===== config.mk =====
export PLATFORM = sky130hd
export DESIGN_NAME = paralelo_serial_tx
export DESIGN_NICKNAME = d
export VERILOG_FILES = /design/src/rtl/paralelo_serial_tx_pkg.sv /design/src/rtl/paralelo_serial_tx_hold.sv /design/src/rtl/paralelo_serial_tx.sv
export SDC_FILE = /design/constraint.sdc
export NUM_CORES = 1
export LEC_CHECK = 0
export BUFFER_PORTS_ARGS = -buffer_cell sky130_fd_sc_hd__buf_4
export CAP_MARGIN = 20
export CORE_MARGIN = 2
export CORE_UTILIZATION = 50
export CTS_CLUSTER_SIZE = 24
export DETAILED_ROUTE_END_ITERATION = 10
export GPL_TIMING_DRIVEN = 1
export PLACE_DENSITY = 0.76
export RECOVER_POWER = 100
export SLEW_MARGIN = 15
export SYNTH_ARGS = -nofsm -noshare
export SYNTH_HDL_FRONTEND = slang
export SYNTH_HIERARCHICAL = 1
export SYNTH_SLANG_ARGS = --single-unit
export TNS_END_PERCENT = 100

===== constraint.sdc =====
create_clock -name clk_32f -period 1.85 [get_ports clk_32f]
set_input_delay 0.4625 -clock clk_32f [delete_from_list [all_inputs] [get_ports clk_32f]]
set_output_delay 0.4625 -clock clk_32f [all_outputs]
set_load 0.02 [all_outputs]

===== src/rtl/paralelo_serial_tx_pkg.sv =====
// Shared constants, state encoding and frame-selection payload for the serial transmit path.
package paralelo_serial_tx_pkg;

    localparam int unsigned DATA_W         = 8;
    localparam int unsigned CNT_W          = $clog2(DATA_W);
    localparam logic [DATA_W-1:0] COM_CHAR_DEF = 8'hBC;
    localparam int unsigned SYNC_COUNT_DEF = 4;

    typedef enum logic {
        ST_SYNC = 1'b0,
        ST_RUN  = 1'b1
    } tx_state_e;

    typedef struct packed {
        logic [DATA_W-1:0] word;
        logic              is_data;
    } frame_sel_t;

    // Bit counter runs 7..0; the natural 3-bit underflow provides the wrap back to 7.
    function automatic logic [CNT_W-1:0] next_bit(input logic [CNT_W-1:0] cnt);
        return cnt - CNT_W'(1);
    endfunction

endpackage


===== src/rtl/paralelo_serial_tx_hold.sv =====
// One-entry valid/ready hold register between the byte source and the frame serializer.
module paralelo_serial_tx_hold
    import paralelo_serial_tx_pkg::*;
(
    input  logic              clk,
    input  logic              rst_n,
    input  logic              load,
    input  logic              drain,
    input  logic [DATA_W-1:0] din,
    output logic              full,
    output logic [DATA_W-1:0] dout,
    output logic              ready
);

    logic              full_q,  full_d;
    logic [DATA_W-1:0] data_q,  data_d;
    logic              ready_q, ready_d;

    always_ff @(posedge clk or negedge rst_n) begin
        if (!rst_n) begin
            full_q  <= 1'b0;
            data_q  <= '0;
            ready_q <= 1'b0;
        end else begin
            full_q  <= full_d;
            data_q  <= data_d;
            ready_q <= ready_d;
        end
    end

    // A drained entry only reopens the slot one cycle later: no same-edge bypass.
    always_comb begin
        full_d  = full_q;
        data_d  = data_q;
        if (drain) begin
            full_d = 1'b0;
        end
        if (load) begin
            full_d = 1'b1;
            data_d = din;
        end
        ready_d = ~full_d & ~drain;
    end

    assign full  = full_q;
    assign dout  = data_q;
    assign ready = ready_q;

endmodule


===== src/rtl/paralelo_serial_tx.sv =====
// Parallel-to-serial link transmitter: MSB-first 8-bit frames, COM_CHAR sync/idle frames, one-entry input hold.
module paralelo_serial_tx
    import paralelo_serial_tx_pkg::*;
#(
    parameter logic [DATA_W-1:0] COM_CHAR   = COM_CHAR_DEF,
    parameter int unsigned       SYNC_COUNT = SYNC_COUNT_DEF
)
(
    input  logic              clk_32f,
    input  logic              reset,
    input  logic [DATA_W-1:0] data_in,
    input  logic              valid_in,
    output logic              ready_out,
    output logic              data_out,
    output logic              frame_start,
    output logic              data_frame,
    output logic              active
);

    localparam int unsigned SYNC_W = (SYNC_COUNT < 1) ? 1 : $clog2(SYNC_COUNT + 1);

    tx_state_e         state_q,       state_d;
    logic [CNT_W-1:0]  bit_cnt_q,     bit_cnt_d;
    logic [SYNC_W-1:0] sync_cnt_q,    sync_cnt_d;
    logic [DATA_W-1:0] shift_q,       shift_d;
    logic              data_out_q,    data_out_d;
    logic              frame_start_q, frame_start_d;
    logic              data_frame_q,  data_frame_d;
    logic              active_q,      active_d;

    logic              hold_load;
    logic              hold_drain;
    logic              hold_full;
    logic              hold_ready;
    logic [DATA_W-1:0] hold_data;
    logic              go_run;
    frame_sel_t        sel;

    assign hold_load = valid_in & hold_ready;

    paralelo_serial_tx_hold u_hold (
        .clk   (clk_32f),
        .rst_n (reset),
        .load  (hold_load),
        .drain (hold_drain),
        .din   (data_in),
        .full  (hold_full),
        .dout  (hold_data),
        .ready (hold_ready)
    );

    always_ff @(posedge clk_32f or negedge reset) begin
        if (!reset) begin
            state_q       <= ST_SYNC;
            bit_cnt_q     <= CNT_W'(DATA_W - 1);
            sync_cnt_q    <= '0;
            shift_q       <= '0;
            data_out_q    <= 1'b0;
            frame_start_q <= 1'b0;
            data_frame_q  <= 1'b0;
            active_q      <= 1'b0;
        end else begin
            state_q       <= state_d;
            bit_cnt_q     <= bit_cnt_d;
            sync_cnt_q    <= sync_cnt_d;
            shift_q       <= shift_d;
            data_out_q    <= data_out_d;
            frame_start_q <= frame_start_d;
            data_frame_q  <= data_frame_d;
            active_q      <= active_d;
        end
    end

    // bit_cnt_q names the bit driven on the coming edge; 7 marks a frame boundary where the next word is chosen.
    always_comb begin
        state_d       = state_q;
        bit_cnt_d     = next_bit(bit_cnt_q);
        sync_cnt_d    = sync_cnt_q;
        shift_d       = shift_q;
        data_out_d    = shift_q[bit_cnt_q];
        frame_start_d = 1'b0;
        data_frame_d  = data_frame_q;
        active_d      = active_q;
        hold_drain    = 1'b0;
        go_run        = 1'b0;
        sel           = '{word: COM_CHAR, is_data: 1'b0};

        if (bit_cnt_q == CNT_W'(DATA_W - 1)) begin
            frame_start_d = 1'b1;
            if (state_q == ST_RUN) begin
                go_run = 1'b1;
            end else if (sync_cnt_q == SYNC_W'(SYNC_COUNT)) begin
                state_d = ST_RUN;
                go_run  = 1'b1;
            end else begin
                sync_cnt_d = sync_cnt_q + SYNC_W'(1);
            end

            if (go_run) begin
                active_d = 1'b1;
                if (hold_full) begin
                    hold_drain = 1'b1;
                    sel        = '{word: hold_data, is_data: 1'b1};
                end
            end

            shift_d      = sel.word;
            data_out_d   = sel.word[DATA_W-1];
            data_frame_d = sel.is_data;
        end
    end

    assign ready_out   = hold_ready;
    assign data_out    = data_out_q;
    assign frame_start = frame_start_q;
    assign data_frame  = data_frame_q;
    assign active      = active_q;

endmodule


==> impl_metrics.py, run 1 <==
metrics = {
    "power_and_ir_drop": {
        "total_power_w": 0.00168,
        "p_per_area_mw_per_mm2": 1220,
        "power_leakage_nw": 0.628,
        "vdd.ir_drop.worst_mv": 0.770,
    },
    "global_routing": {
        "grt_use_met1_pct": 20.8,
        "grt_max_degree": 30,
        "grt_use_total_pct": 18.4,
        "antenna_found_initial": 0,
        "grt_use_met3_pct": 8.61,
        "grtUsageMet2_pct": 27.0,
        "grt_pass1_wl_mm": 3.42,
        "grt_remaining_overflow": 0,
        "top_usage_layer": "met2",
        "grt_pass1_vias": 743,
    },
    "synthesis": {
        "synth_top_family_by_area": "multiplexers",
        "yosys.area_share.simple_pct": 7.79,
        "synthMuxAreaShare_pct": 14.6,
        "ys_warn_count": 6,
        "yosys.area_share.xor_xnor_pct": 2.12,
        "synth_fa_ha_area_share_pct": 4.04,
        "ys_types": 29,
        "synth_top_area_share_pct": 52.6,
        "syn-instance-count": 81,
        "synth_area_leaders": "dfrtp_1, mux2_4, dfstp_2, ha_1, o22a_2",
        "ys_seq_area_share_pct": 58.9,
        "syn_avg_cell_area_um2": 15.3,
        "syn-cell-area_mm2": 0.00124,
        "synth_fp_nets": 96,
        "ys_ff_latch": 29,
        "synth-compound-area-share_pct": 8.80,
        "synth_area_leader_cell": "dfrtp_1",
    },
    "critical_path": {
        "endpoint_kind": "flip-flop",
        "crit_type": "flip-flop to flip-flop",
        "worstPathArrival_ns": 1.89,
        "critical_path_required_ns": 2.07,
        "cpMostUsedCell": "inv_1",
        "critPathMaxFanout": 10,
        "worst_path_largest_cell_delay_ns": 0.57,
        "crit_slowest_cell": "dfstp_2",
        "path_cells": "ha_1 -> nand2_4 -> inv_6 -> nand3b_4 -> inv_1 -> inv_1 -> a21o_2",
        "crit_path_start_kind": "flip-flop",
    },
    "status": {
        "outcome": "finished, violations left",
        "violations": "capacitance limit",
    },
    "route": {
        "drtPass1Iterations": 2,
        "wl_per_cell_um": 15.9,
        "drcViolationCount": 0,
        "wl_mm": 2.09,
        "drt_first_iter_violations": 7,
        "viasPerCell": 5.29,
        "final_antenna_net_count": 0,
        "vias": 693,
    },
    "timing": {
        "fin_worst_skew_ns": 0.00628,
        "setup_violations": 0,
        "fin_hold_ws_ns": 0.357,
        "slew_violations": 0,
        "max_slew_margin_pct": 0.899,
        "fin_crit_sh_pct": 90.6,
        "rsz0062_at_grt": "no",
        "hold_violations": 0,
        "min_period_ns": 1.68,
        "setup_tns_ns": 0,
        "tightest_slew_ns": 1.49,
        "clock.fmax_mhz": 597,
    },
    "die": {
        "rows": 18,
        "die_h_um": 53.8,
        "die_area_mm2": 0.00289,
        "core_area_mm2": 0.00241,
        "die_x_um": 53.8,
        "pin_count": 16,
        "start_util_pct": 51.3,
    },
    "cts": {
        "clk_pin_slew_worst_paths_ns": 0.09,
        "postCtsHoldBufs": 0,
        "cts-resized-gates": 0,
        "cts_htree_levels": 2,
        "cts_setup_buffers": 0,
        "clk-insertion-delay-late_ns": 0.32,
        "root_buffer": "clkbuf_4",
        "cts_made_buffers": 5,
        "cts_buffer_depth": 2,
        "cts_tree": "done",
        "numClockSinks": 29,
    },
    "place": {
        "io_buffers": 15,
        "place_congestion": 0.738,
        "dp_cells": 125,
        "dp.final_hpwl_mm": 1.49,
    },
    "min_path": {
        "min_path_type": "primary input to flip-flop",
    },
    "finish": {
        "num_antenna_cells": 0,
        "area_growth_pct": 10.7,
        "final_cells": 131,
        "drive_gt1_share_pct": 33.7,
        "nets": 117,
    },
    "job": {
        "cap_violations": 1,
    },
}
placed cells by master (no fill, tap or decap), types with 2 or more instances in the layout:
cell      Yosys  layout
clkbuf_1      0       6
a22o_2        2       2
nand2_1       3       3
buf_4         0       9
dfstp_2       3       3
xnor2_1       2       2
mux2_1        0       6
mux2_2        1       2
o22a_2        3       3
inv_1         7       7
dfrtp_1      26      26
nor3_1        2       2
clkbuf_4      0       5
nor2_1        3       3
ha_1          4       4
layout make-up:
cell class / instances / area, µm²
multi-input cells: 43 / 435
clock buffers: 5 / 37.5
repair buffers: 15 / 90.1
flip-flops and latches: 29 / 729
inverters: 8 / 35.0
fillers: 196 / 1040
well taps: 30 / 37.5
clock inverters: 1 / 5.00
metrics by stage:
stage               utilization, %  instance area [µm²]  setup slack, ns
global route                  56.9                 1370           0.0753
finish                        56.9                 1370            0.174
global placement              57.1                 1380            0.266
floorplan                        -                 1240            0.331
CTS                           58.9                 1420            0.174
detailed placement            57.1                 1380            0.178
Yosys cell counts (all sizes together):
cell type  instances
a21o               1
a21oi              1
a22o               3
a31o               1
and2               1
buf                1
dfrtp             26
dfstp              3
ha                 4
inv                8
mux2               9
mux4               2
nand2              4
nand3              1
nand3b             1
nor2               3
nor3               2
nor3b              1
nor4b              1
o21bai             1
o22a               4
xnor2              2
xor2               1
path summary, 6_finish.rpt:
check | slack, ns | to | cells after the start | from
setup / recovery | 0.17 | u_hold/full | 7 | bit_cnt_q[0]
hold / removal | 0.36 | u_hold/dout[2] | 2 | data_in[2]
setup reg to reg | 0.17 | u_hold/full | 7 | bit_cnt_q[0]
hold reg to reg | 0.50 | data_frame | 2 | data_frame
max in group asynchronous | 0.50 | u_hold/dout[4] | 1 | reset
min in group asynchronous | 0.48 | u_hold/dout[1] | 1 | reset
routing by layer:
layer | wire length [µm] | share of wire (%) | up-vias
li1 | - | - | 322
met1 | 852 | 41 | 344
met5 | 0 | 0 | -
met4 | 85 | 4.1 | 0
met3 | 106 | 5.1 | 10
met2 | 1050 | 50 | 17
logic make-up after synthesis:
family	after synthesis
AOI/OAI and AO/OA	11
xor gates and xnor gates	3
adders and majority gates	4
buffers and inverters	9
DFF	29
muxes	11
and+or+nand+nor	14
worst max-delay path: cells and delay by family (launching register included):
kind            cells  cell delay (ns)
compound gates      1             0.21
fa+ha+maj           1             0.23
buf+inv             3             0.33
flops               1             0.57
simple gates        2             0.22
flip-flops by register name (all words and copies together) (netlist names):
| register | cells |
|---|---|
| active | 1 |
| bit_cnt_q | 3 |
| data_frame | 1 |
| data_out | 1 |
| frame_start | 1 |
| shift_q | 8 |
| state_q | 1 |
| sync_cnt_q | 3 |
| u_hold/dout | 8 |
| u_hold/full | 1 |
| u_hold/ready | 1 |
power by group:
part           total (W)  switching [W]  internal [W]
Clock           0.000333       0.000201      0.000131
Combinational   0.000390       0.000166      0.000224
Sequential      0.000955       0.000127      0.000827
Total            0.00168       0.000494       0.00118
No activity file was read; power rests on OpenSTA's default activity.
==> run 2, diff against run 1 <==
--- a/config.mk
+++ b/config.mk
@@ -7,6 +7,7 @@
 export LEC_CHECK = 0
 export BUFFER_PORTS_ARGS = -buffer_cell sky130_fd_sc_hd__buf_4
 export CAP_MARGIN = 20
+export CORE_ASPECT_RATIO = 1.4
 export CORE_MARGIN = 2
 export CORE_UTILIZATION = 50
 export CTS_CLUSTER_SIZE = 24
==> run 2 against run 1 <==
Net effect:
- the flow now finishes without violations
- largest power group unchanged
- via count shrank 1.6%
- cell count fell by 3.8%
- total power is 0.51% higher
- clock-buffer cell count grew 3
- final area is 1.0% lower
==> impl_metrics.py, run 2 (synthesized netlist as in run 1, its figures left out) <==
metrics = {
    "global_routing": {
        "grt_pass1_wl_mm": 3.62,
        "antenna_found_initial": 0,
        "grt_pass1_vias": 784,
        "grt_max_degree": 30,
        "grt_use_total_pct": 18.0,
        "grt_remaining_overflow": 0,
    },
    "timing": {
        "setup_tns_ns": 0,
        "setup_violations": 0,
        "slew_violations": 0,
        "max_slew_margin_pct": 2.98,
        "hold_violations": 0,
        "min_period_ns": 1.66,
        "clock.fmax_mhz": 603,
        "fin_worst_skew_ns": 0.00993,
        "rsz0062_at_grt": "no",
        "fin_ws_ns": 0.193,
        "fin_crit_sh_pct": 89.6,
        "tightest_slew_ns": 1.46,
    },
    "status": {
        "outcome": "complete, no violations",
    },
    "cts": {
        "cts-resized-gates": 0,
        "root_buffer": "clkbuf_4",
        "cts_tree": "done",
        "numClockSinks": 29,
        "postCtsHoldBufs": 0,
        "clk_pin_slew_worst_paths_ns": 0.08,
        "cts_setup_buffers": 0,
        "clk-insertion-delay-late_ns": 0.33,
        "cts_htree_levels": 2,
        "cts_made_buffers": 5,
        "cts_buffer_depth": 2,
    },
    "power_and_ir_drop": {
        "p_int_w": 0.00120,
        "p_per_area_mw_per_mm2": 1240,
        "total_power_w": 0.00169,
        "p_seq_share_pct": 56.5,
        "switching_share_pct": 28.9,
        "vdd.ir_drop.worst_mv": 0.731,
        "p_clk_share_pct": 20.7,
        "power_leakage_nw": 0.627,
        "pwr-share-comb_pct": 22.8,
        "switchingPower_w": 0.000486,
    },
    "place": {
        "io_buffers": 15,
        "place_ws_ns": 0.193,
        "place_congestion": 0.738,
        "dp.final_hpwl_mm": 1.49,
    },
    "critical_path": {
        "crit_path_start_kind": "flip-flop",
        "critPathMaxFanout": 10,
        "critPathLaunch": "bit_cnt_q[0]",
        "endpoint_kind": "flip-flop",
        "worstPathArrival_ns": 1.88,
        "crit_type": "flip-flop to flip-flop",
        "reg2reg_slack_ns": 0.19,
        "critical_path_required_ns": 2.07,
        "r2r-start": "bit_cnt_q[0]",
    },
    "job": {
        "cap_violations": 0,
    },
    "route": {
        "wl_mm": 1.99,
        "drcViolationCount": 0,
        "vias": 682,
        "drt_first_iter_violations": 11,
        "viasPerCell": 5.41,
        "final_antenna_net_count": 0,
        "wl_per_cell_um": 15.8,
        "drtPass1Iterations": 2,
    },
    "die": {
        "start_util_pct": 52.3,
        "die_x_um": 46.0,
        "die_area_mm2": 0.00289,
        "pin_count": 16,
        "rows": 21,
        "core_area_mm2": 0.00236,
        "die_h_um": 62.9,
    },
    "finish": {
        "nets": 117,
        "drive_gt1_share_pct": 30.1,
        "area_growth_pct": 9.61,
        "final_cell_mix": "dfrtp_1, clkbuf_1, buf_4",
        "final_common_cell": "dfrtp_1",
        "num_antenna_cells": 0,
    },
    "min_path": {
        "min_path_type": "primary input to flip-flop",
        "min-delay-start": "data_in[7]",
    },
}
[run 2: changes by cell type in the layout (fill, tap and decap cells not counted)]
cell / previous run / this run
clkbuf_1: 6 / 9
a21oi_1: 0 / 1
a21oi_4: 1 / 0
clkinv_2: 1 / 0
mux2_1: 6 / 7
mux2_2: 2 / 1
[run 2: area by class of cell]
| type | count | area (µm²) |
|---|---|---|
| fillers | 200 | 1010 |
| flip-flops and latches | 29 | 729 |
| multi-input cells | 43 | 424 |
| repair buffers | 15 | 90.1 |
| clock buffers | 8 | 48.8 |
| inverters | 8 | 35.0 |
| well taps | 23 | 28.8 |
[run 2: worst paths after layout]
check,to,depth (start not counted)
max,u_hold/full,7
min,u_hold/dout[7],2
max reg2reg,u_hold/full,7
min reg2reg,state_q,1
max in group asynchronous,u_hold/dout[0],1
min in group asynchronous,u_hold/dout[4],1
[run 2: metrics by stage]
stage	instances	hold WS, ns	util [%]	cell area (µm²)
finish	126	0.359	57.4	1360
detailed placement	118	0.397	57.8	1370
global route	126	0.331	57.4	1360
floorplan	81	0.167	-	1240
global placement	118	0.393	57.8	1370
CTS	126	0.0322	59.9	1420
[run 2: power by group through the flow]
stage / Sequential (W) / Clock, W / Combinational [W]
CTS: 0.000960 / 0.000366 / 0.000484
floorplan: 0.000941 / 0 / 0.000357
finish: 0.000952 / 0.000349 / 0.000385
global route: 0.000973 / 0.000405 / 0.000421
detailed placement: 0.000973 / 0 / 0.000485
global placement: 0.000965 / 0 / 0.000462
[run 2: critical path, cell delays in order (launching register included)]
cell	delay [ns]
dfstp_2	0.58
ha_1	0.23
nand2_4	0.11
inv_6	0.11
nand3b_4	0.11
inv_1	0.14
inv_1	0.05
a21o_2	0.20
[run 2: metal layers]
layer | wire length (µm) | global-route usage, % | vias to the layer above
li1 | - | - | 323
met1 | 841 | 23.2 | 340
met2 | 991 | 25.5 | 13
met3 | 95 | 6.94 | 6
met4 | 56 | 9.64 | 0
met5 | 0 | 0 | -
==> run 3, diff against run 2 <==
--- a/config.mk
+++ b/config.mk
@@ -9,11 +9,11 @@
 export CAP_MARGIN = 20
 export CORE_ASPECT_RATIO = 1.4
 export CORE_MARGIN = 2
-export CORE_UTILIZATION = 50
+export CORE_UTILIZATION = 55
 export CTS_CLUSTER_SIZE = 24
 export DETAILED_ROUTE_END_ITERATION = 10
 export GPL_TIMING_DRIVEN = 1
-export PLACE_DENSITY = 0.76
+export PLACE_DENSITY = 0.81
 export RECOVER_POWER = 100
 export SLEW_MARGIN = 15
 export SYNTH_ARGS = -nofsm -noshare
==> run 3 against run 2 <==
Net effect:
- via count up 1.0%
- clock-buffer cell count down 1
- combinational power about the same
- wire length down 3.2%
- final area up 1.2%
- clock power up 9.2%
==> impl_metrics.py, run 3 (synthesized netlist as in run 1, its figures left out) <==
metrics = {
    "finish": {
        "seqCellArea_um2": 729,
        "final_cell_mix": "dfrtp_1, buf_4, inv_1, clkbuf_1, mux2_1",
        "multi_input_area_um2": 435,
        "drive_gt1_share_pct": 33.3,
        "num_antenna_cells": 0,
        "fill_cells": 167,
        "final_common_cell": "dfrtp_1",
        "area_growth_pct": 10.9,
        "fin_util_pct": 63.8,
        "nets": 117,
    },
    "critical_path": {
        "worst_path_largest_cell_delay_ns": 0.58,
        "crit_path_start_kind": "flip-flop",
        "crit_slowest_cell": "dfstp_2",
        "critical_path_required_ns": 2.06,
        "worstPathArrival_ns": 1.89,
        "cpMostUsedCell": "inv_1",
        "crit_type": "flip-flop to flip-flop",
        "endpoint_kind": "flip-flop",
        "path_cells": "ha_1 -> nand2_4 -> inv_6 -> nand3b_4 -> inv_1 -> inv_1 -> a21o_2",
        "critPathMaxFanout": 10,
    },
    "die": {
        "die_area_mm2": 0.00265,
        "core_area_mm2": 0.00215,
        "rows": 20,
        "start_util_pct": 57.5,
        "pin_count": 16,
        "die_h_um": 60.1,
        "die_x_um": 44.1,
    },
    "cts": {
        "cts_made_buffers": 5,
        "cts_tree": "done",
        "clk_pin_slew_worst_paths_ns": 0.09,
        "cts_htree_levels": 2,
        "cts-resized-gates": 0,
        "clk-insertion-delay-late_ns": 0.32,
        "cts_buffer_depth": 2,
        "cts_setup_buffers": 0,
        "postCtsHoldBufs": 0,
        "root_buffer": "clkbuf_4",
        "numClockSinks": 29,
    },
    "timing": {
        "min_period_ns": 1.68,
        "clock.fmax_mhz": 596,
        "fin_worst_skew_ns": 0.00793,
        "fin_ws_ns": 0.171,
        "rsz0062_at_grt": "no",
        "hold_violations": 0,
        "tightest_slew_ns": 1.46,
        "setup_violations": 0,
        "fin_hold_ws_ns": 0.351,
        "max_slew_margin_pct": 2.92,
        "fin_crit_sh_pct": 90.8,
        "setup_tns_ns": 0,
        "slew_violations": 0,
    },
    "power_and_ir_drop": {
        "vdd.ir_drop.worst_mv": 0.810,
        "pwr-share-comb_pct": 22.3,
        "p_seq_share_pct": 55.5,
        "power_leakage_nw": 0.632,
        "switchingPower_w": 0.000488,
        "p_per_area_mw_per_mm2": 1250,
        "p_clk_share_pct": 22.2,
        "p_int_w": 0.00123,
        "switching_share_pct": 28.4,
    },
    "global_routing": {
        "grt_max_degree": 30,
        "grt_use_total_pct": 19.0,
        "grt_pass1_wl_mm": 3.46,
        "grt_pass1_vias": 758,
        "grt_remaining_overflow": 0,
        "antenna_found_initial": 0,
    },
    "route": {
        "wl_mm": 1.92,
        "drtPass1Iterations": 3,
        "viasPerCell": 5.56,
        "wl_per_cell_um": 15.5,
        "final_antenna_net_count": 0,
        "drcViolationCount": 0,
        "drt_first_iter_violations": 7,
        "vias": 689,
    },
    "place": {
        "place_congestion": 0.780,
        "io_buffers": 15,
        "dp.final_hpwl_mm": 1.42,
        "place_ws_ns": 0.191,
    },
    "status": {
        "outcome": "complete, no violations",
    },
    "job": {
        "cap_violations": 0,
    },
    "min_path": {
        "min_path_type": "primary input to flip-flop",
    },
}
run 3: changes by cell type in the layout (fill, tap and decap cells not counted):
cell	before	now
clkbuf_1	9	7
a21oi_4	0	1
a21oi_1	1	0
clkbuf_8	0	1
mux2_2	1	2
mux2_1	7	6
run 3: through the flow:
step	std cells	power, W	area, µm²
6_report	124	0.00172	1370
5_1_grt	124	0.00182	1370
4_1_cts	124	0.00183	1420
3_5_place_dp	117	0.00145	1370
3_3_place_gp	117	0.00142	1370
2_1_floorplan	81	0.00130	1240
run 3: path summary, 6_finish.rpt:
| check | startpoint | end | slack (ns) | cells past startpoint |
|---|---|---|---|---|
| setup / recovery | bit_cnt_q[0] | u_hold/full | 0.17 | 7 |
| hold / removal | data_in[2] | u_hold/dout[2] | 0.35 | 2 |
| setup reg to reg | bit_cnt_q[0] | u_hold/full | 0.17 | 7 |
| hold reg to reg | data_frame | data_frame | 0.49 | 2 |
| max in group asynchronous | reset | sync_cnt_q[2] | 0.53 | 1 |
| min in group asynchronous | reset | u_hold/dout[4] | 0.47 | 1 |
run 3: power by group through the flow:
| stage | Sequential, W | Clock [W] | Combinational (W) |
|---|---|---|---|
| floorplan | 0.000941 | 0 | 0.000357 |
| global placement | 0.000963 | 0 | 0.000461 |
| detailed placement | 0.000971 | 0 | 0.000478 |
| CTS | 0.000959 | 0.000389 | 0.000482 |
| global route | 0.000974 | 0.000420 | 0.000423 |
| finish | 0.000953 | 0.000381 | 0.000383 |
run 3: layout make-up:
cell class	count	share of cell area [%]
inverters	8	2.55
well taps	22	2.01
multi-input cells	43	31.7
flip-flops and latches	29	53.1
clock buffers	7	4.01
repair buffers	15	6.56
run 3: critical path, delay by kind of cell, from the launching register on:
family,cells,cell delay (ns)
buffers and inverters,3,0.31
and+or+nand+nor,2,0.22
DFF,1,0.58
AOI/OAI and AO/OA,1,0.21
adders and majority gates,1,0.24
run 3: routing by layer:
layer	vias to the layer above	global-route usage [%]	routed length (µm)
met5	-	0	0
met4	0	12.1	57
met3	8	7.55	88
met2	16	30.9	980
met1	345	20.1	795
li1	320	-	-
